## config.mk

```make
export PLATFORM = sky130hd
export DESIGN_NAME = ahb_slave_interface
export DESIGN_NICKNAME = d
export VERILOG_FILES = /design/src/rtl/ahb_apb_pkg.sv /design/src/rtl/ahb_addr_decoder.sv /design/src/rtl/ahb_slave_interface.sv
export SDC_FILE = /design/constraint.sdc
export NUM_CORES = 1
export LEC_CHECK = 0
export CORE_ASPECT_RATIO = 0.5
export CORE_MARGIN = 5
export CORE_UTILIZATION = 37
export DETAILED_ROUTE_END_ITERATION = 10
export HOLD_SLACK_MARGIN = 0.06
export PLACE_DENSITY = 0.78
export SYNTH_ARGS = -nofsm -noshare
export SYNTH_HDL_FRONTEND = slang
export SYNTH_SLANG_ARGS = --single-unit
```

## constraint.sdc

```tcl
create_clock -name hclk -period 1.4 [get_ports hclk]
set_clock_uncertainty 0.2 [all_clocks]
set_input_delay 0.14 -clock hclk [delete_from_list [all_inputs] [get_ports hclk]]
set_output_delay 0.14 -clock hclk [all_outputs]
set_load 0.01 [all_outputs]
```

## src/rtl/ahb_apb_pkg.sv

```systemverilog
// Shared definitions for the AHB-to-APB bridge: HTRANS encodings, address-map defaults
// and the APB controller state encoding.
package ahb_apb_pkg;

    typedef enum logic [1:0] {
        HtransIdle   = 2'b00,
        HtransBusy   = 2'b01,
        HtransNonseq = 2'b10,
        HtransSeq    = 2'b11
    } htrans_e;

    localparam logic [31:0] DEF_BASE_ADDR = 32'h8000_0000;
    localparam logic [31:0] DEF_SLV_SIZE  = 32'h0400_0000;

    typedef enum logic [2:0] {
        StIdle,
        StWwait,
        StWrite,
        StWriteP,
        StWenable,
        StWenableP,
        StRead,
        StRenable
    } apb_state_e;

endpackage

```

## src/rtl/ahb_addr_decoder.sv

```systemverilog
// Combinational AHB address decoder: window hit and one-hot peripheral select.
module ahb_addr_decoder
    import ahb_apb_pkg::*;
#(
    parameter int unsigned       ADDR_W    = 32,
    parameter int unsigned       NUM_SLV   = 3,
    parameter logic [ADDR_W-1:0] BASE_ADDR = ADDR_W'(DEF_BASE_ADDR),
    parameter logic [ADDR_W-1:0] SLV_SIZE  = ADDR_W'(DEF_SLV_SIZE)
) (
    input  logic [ADDR_W-1:0]  haddr,
    output logic               in_win,
    output logic [NUM_SLV-1:0] temp_selx
);

    // Extra headroom so region upper bounds never wrap past the top of the address space.
    localparam int unsigned EXT_W = ADDR_W + $clog2(NUM_SLV + 1) + 1;

    logic [EXT_W-1:0] addr_ext;
    logic [EXT_W-1:0] region_lo;
    logic [EXT_W-1:0] region_hi;

    always_comb begin
        addr_ext  = EXT_W'(haddr);
        region_lo = '0;
        region_hi = '0;
        temp_selx = '0;
        for (int i = 0; i < int'(NUM_SLV); i++) begin
            region_lo    = EXT_W'(BASE_ADDR) + EXT_W'(i) * EXT_W'(SLV_SIZE);
            region_hi    = region_lo + EXT_W'(SLV_SIZE);
            temp_selx[i] = (addr_ext >= region_lo) && (addr_ext < region_hi);
        end
    end

    // Regions are contiguous, so any select bit means the address is inside the window.
    assign in_win = |temp_selx;

endmodule

```

## src/rtl/ahb_slave_interface.sv

```systemverilog
// AHB-facing front end of the AHB-to-APB bridge: transfer qualification, peripheral select
// and a two-deep address/data pipeline. Define AHB_SLV_HRESP_EN to add the hresp output.
module ahb_slave_interface
    import ahb_apb_pkg::*;
#(
    parameter int unsigned       ADDR_W    = 32,
    parameter int unsigned       DATA_W    = 32,
    parameter int unsigned       NUM_SLV   = 3,
    parameter logic [ADDR_W-1:0] BASE_ADDR = ADDR_W'(DEF_BASE_ADDR),
    parameter logic [ADDR_W-1:0] SLV_SIZE  = ADDR_W'(DEF_SLV_SIZE)
) (
    input  logic               hclk,
    input  logic               hresetn,
    input  logic               hwrite,
    input  logic               hreadyin,
    input  logic [1:0]         htrans,
    input  logic [ADDR_W-1:0]  haddr,
    input  logic [DATA_W-1:0]  hwdata,
    output logic               valid,
    output logic [NUM_SLV-1:0] temp_selx,
    output logic [ADDR_W-1:0]  haddr1,
    output logic [ADDR_W-1:0]  haddr2,
    output logic [DATA_W-1:0]  hwdata1,
    output logic [DATA_W-1:0]  hwdata2,
    output logic               hwritereg
`ifdef AHB_SLV_HRESP_EN
    ,
    output logic               hresp
`endif
);

    logic in_win;
    logic active_trans;

    ahb_addr_decoder #(
        .ADDR_W    (ADDR_W),
        .NUM_SLV   (NUM_SLV),
        .BASE_ADDR (BASE_ADDR),
        .SLV_SIZE  (SLV_SIZE)
    ) u_addr_decoder (
        .haddr     (haddr),
        .in_win    (in_win),
        .temp_selx (temp_selx)
    );

    assign active_trans = hreadyin &&
                          ((htrans == HtransNonseq) || (htrans == HtransSeq));
    assign valid        = active_trans && in_win;

    // Pipeline runs every cycle; the downstream controller decides which stage to use.
    always_ff @(posedge hclk) begin
        if (!hresetn) begin
            haddr1    <= '0;
            haddr2    <= '0;
            hwdata1   <= '0;
            hwdata2   <= '0;
            hwritereg <= 1'b0;
        end else begin
            haddr1    <= haddr;
            haddr2    <= haddr1;
            hwdata1   <= hwdata;
            hwdata2   <= hwdata1;
            hwritereg <= hwrite;
        end
    end

`ifdef AHB_SLV_HRESP_EN
    // One-cycle error response to an accepted transfer that misses the window.
    always_ff @(posedge hclk) begin
        if (!hresetn) begin
            hresp <= 1'b0;
        end else begin
            hresp <= active_trans && !in_win;
        end
    end
`endif

endmodule

```

==> results.toml, run 1 <==
[hold_path]
min-delay-path-class = "input pin to register"
worst_hold_path.num_cells = 3
timing.hold.worst.start = "hresetn"
hold_end = "hwdata2[26]"

[synth]
netlist_area_before_placement_um2 = 3500
yosys_warnings = 0
yosys.area_share.adder_pct = 0
synth.yosys.seq_area_share_pct = 73.7
post_synth.cell_area_avg_um2 = 12.6
combinational_family_with_the_most_area_after_synthesis = "simple AND/OR/NAND/NOR gates"
post_synth_xor_area_fraction_pct = 0
synthCells = 278
ys_types = 9
post_synth_and_or_nand_nor_area_fraction_pct = 24.4
compound_cell_area_share_of_the_yosys_netlist_pct = 0.357
ys_seq_elements = 129
synth_nets = 348
synth.area.mux_share_pct = 0

[global_routing]
grt_pass1_vias = 2558
first_pass_grt_wire_length_um = 13700
grt_start_max_net_pins = 92
globalRouteTotalUtil_pct = 15.4
grt_antenna_before_repair = 0
global_route.overflow_total = 0

[cells_and_area]
area.sequential_um2 = 2580
multiInputGateArea_um2 = 873
area_growth_synth_to_finish_pct = 73.9
layout.cells.most_common = "dfxtp_1"
layout.cells.non_filler = 625
nets = 562
layout.filler_cells = 758
commonest_cells_after_routing_fill_and_taps_aside = "129 x dfxtp_1, 128 x and2_1, 121 x dlygate4sd2_1"
n_antenna_cell = 0
post_route_cells_drive_above_1_share_pct = 8.73

[critical_path]
ws_path_type = "input pin to output pin"
cp_data_required_time_ns = 1.06
worst_setup_path_start_kind = "input pin"
worst_r2r_endpoint = "haddr2[25]"
worst_r2r_startpoint = "haddr1[25]"
timing.critical_path.arrival_ns = 1.14
critPathMaxFanout = 4
worstSetupEndpointType = "output pin"
reg2reg_setup_slack_ns = 0.62
timing.reg2reg.worst_path_depth = 1

[die]
die_height_um = 78.8
num_rows = 25
die_width_um = 148
fp.coreArea_um2 = 9350
floorplan.die_area_um2 = 11600
i_o_pins = 203
initial_utilization_pct = 37.5

[drt]
first_pass_iters = 4
post_route_wl_um = 8680
antenna_left = 0
drt_drc_violations_left = 0
routed_wire_length_per_instance_um = 13.9
initialDrtViolationCount = 75
detail_route.vias_per_cell = 3.98
dr_total_vias = 2486

[outcome]
failed_checks = "setup timing"
status = "finished with violations"

[pwr]
powerDensity_nw_per_um2 = 1460
post-layout-total-power_uw = 8900
leakagePower_uw = 0.00296
worst_supply_voltage_drop_on_vdd_uv = 1000

[timing]
max_clock_freq_ghz = 0.674
worstMarginPinSlew_ns = 0.271
max-slew-margin-rel_pct = 81.9
fin_ws_ns = -0.0827
post-route-min-period_ns = 1.48
final_cycle_share_pct = 106
grt_setup_unrepaired = "yes"
setup_viol = 4
pins_over_slew_limit = 0
hold_viol = 0

[clock_tree]
cts_tree = "built"
max-clock-path-buffers = 2
root_buffer = "clkbuf_16"
clk-insertion-delay-late_ns = 0.40
clkTransAtPathRegs_ns = 0.05
clock_buffers_created_by_tritoncts = 17
cts_htree_levels = 4
numClockSinks = 129

[run]
cap_violations = 0

[placement]
hpwl_detailed_um = 6480
post-place-cells = 590
place.gp.congestion = 0.736
buffer_ports.inserted = 201
## worst max-delay path: stages
cell and delay, ns:
buf_6 0.09, or4b_4 0.58, nor3b_2 0.18, buf_2 0.15
## worst max-delay path by stage
stage | slack [ns] | depth (start not counted) | to | startpoint
after global routing | -0.12 | 4 | temp_selx[2] | haddr[29]
after floorplan | 0.08 | 2 | temp_selx[0] | haddr[30]
after detailed placement | -0.88 | 4 | valid | haddr[30]
final | -0.08 | 4 | temp_selx[2] | haddr[29]
after global placement | -0.84 | 4 | valid | haddr[30]
after CTS | -0.09 | 4 | temp_selx[2] | haddr[29]
## stage by stage
step                setup TNS, ns  worst slack (ns)  utilization (%)  cell area [um^2]  hold slack [ns]
finish                     -0.217           -0.0827             65.1              6090           0.0735
global route               -0.344            -0.116             65.1              6090           0.0896
CTS                        -0.239           -0.0868             65.0              6080           0.0650
detailed placement          -3.40            -0.880             60.4              5650            0.242
global placement            -3.25            -0.843             60.4              5650            0.237
floorplan                       0            0.0804                -              3500           0.0617
## where the power goes
part           leakage, uW  switching, uW  internal [uW]
combinational      0.00160            271            419
sequential         0.00107           51.7           3850
clock             0.000285           1430           2880
## cells by family after synthesis
logic type | Yosys count
buffers and inverters | 14
AOI/OAI and AO/OA | 1
DFF | 129
and+or+nand+nor | 134
## cell usage after synthesis
master	number	share of area (%)
dfxtp_1	129	74
and2_1	128	23
clkbuf_1	14	1.5
nor3b_2	2	0.71
a211oi_2	1	0.36
and2_2	1	0.21
nand2_1	1	0.11
nor3_1	1	0.14
or4b_4	1	0.39
## final cells by class
class	count	share of cell area (%)
Timing Repair Buffer	209	31.3
Tap cell	121	2.49
Clock buffer	25	7.80
Multi-Input combinational cell	135	14.3
Clock inverter	6	1.73
Sequential cell	129	42.4
## flip-flops by register name, summed over array words and instances, names as in the netlist
signal	cells
haddr1	32
haddr2	32
hwdata1	32
hwdata2	32
hwritereg	1
## routing by layer
metal | up-vias | track usage (%) | part of all wire (%)
li1 | 1278 | - | -
met1 | 1115 | 14.9 | 35
met2 | 76 | 29.3 | 56
met3 | 17 | 5.53 | 6.0
met4 | 0 | 7.99 | 2.2
met5 | - | 0 | 0
## what timing repair did
action / in CTS / in global routing
resized for setup: 163 / 8
endpoints found under the setup margin: 133 / 12
hold buffers: 4 / 0
hold endpoints to repair: 4 / 0
buffers inserted: 0 / 0
pin swaps: 3 / 0
gates cloned: 0 / 0
No activity file was read; power rests on OpenSTA's default activity.
==> inputs of run 2 (changes only) <==
--- a/config.mk
+++ b/config.mk
@@ -5,6 +5,7 @@
 export SDC_FILE = /design/constraint.sdc
 export NUM_CORES = 1
 export LEC_CHECK = 0
+export ABC_CLOCK_PERIOD_IN_PS = 1400
 export CORE_ASPECT_RATIO = 0.5
 export CORE_MARGIN = 5
 export CORE_UTILIZATION = 37
==> results of run 2 <==
Final layout, timing and power as in run 1 (identical DEF).
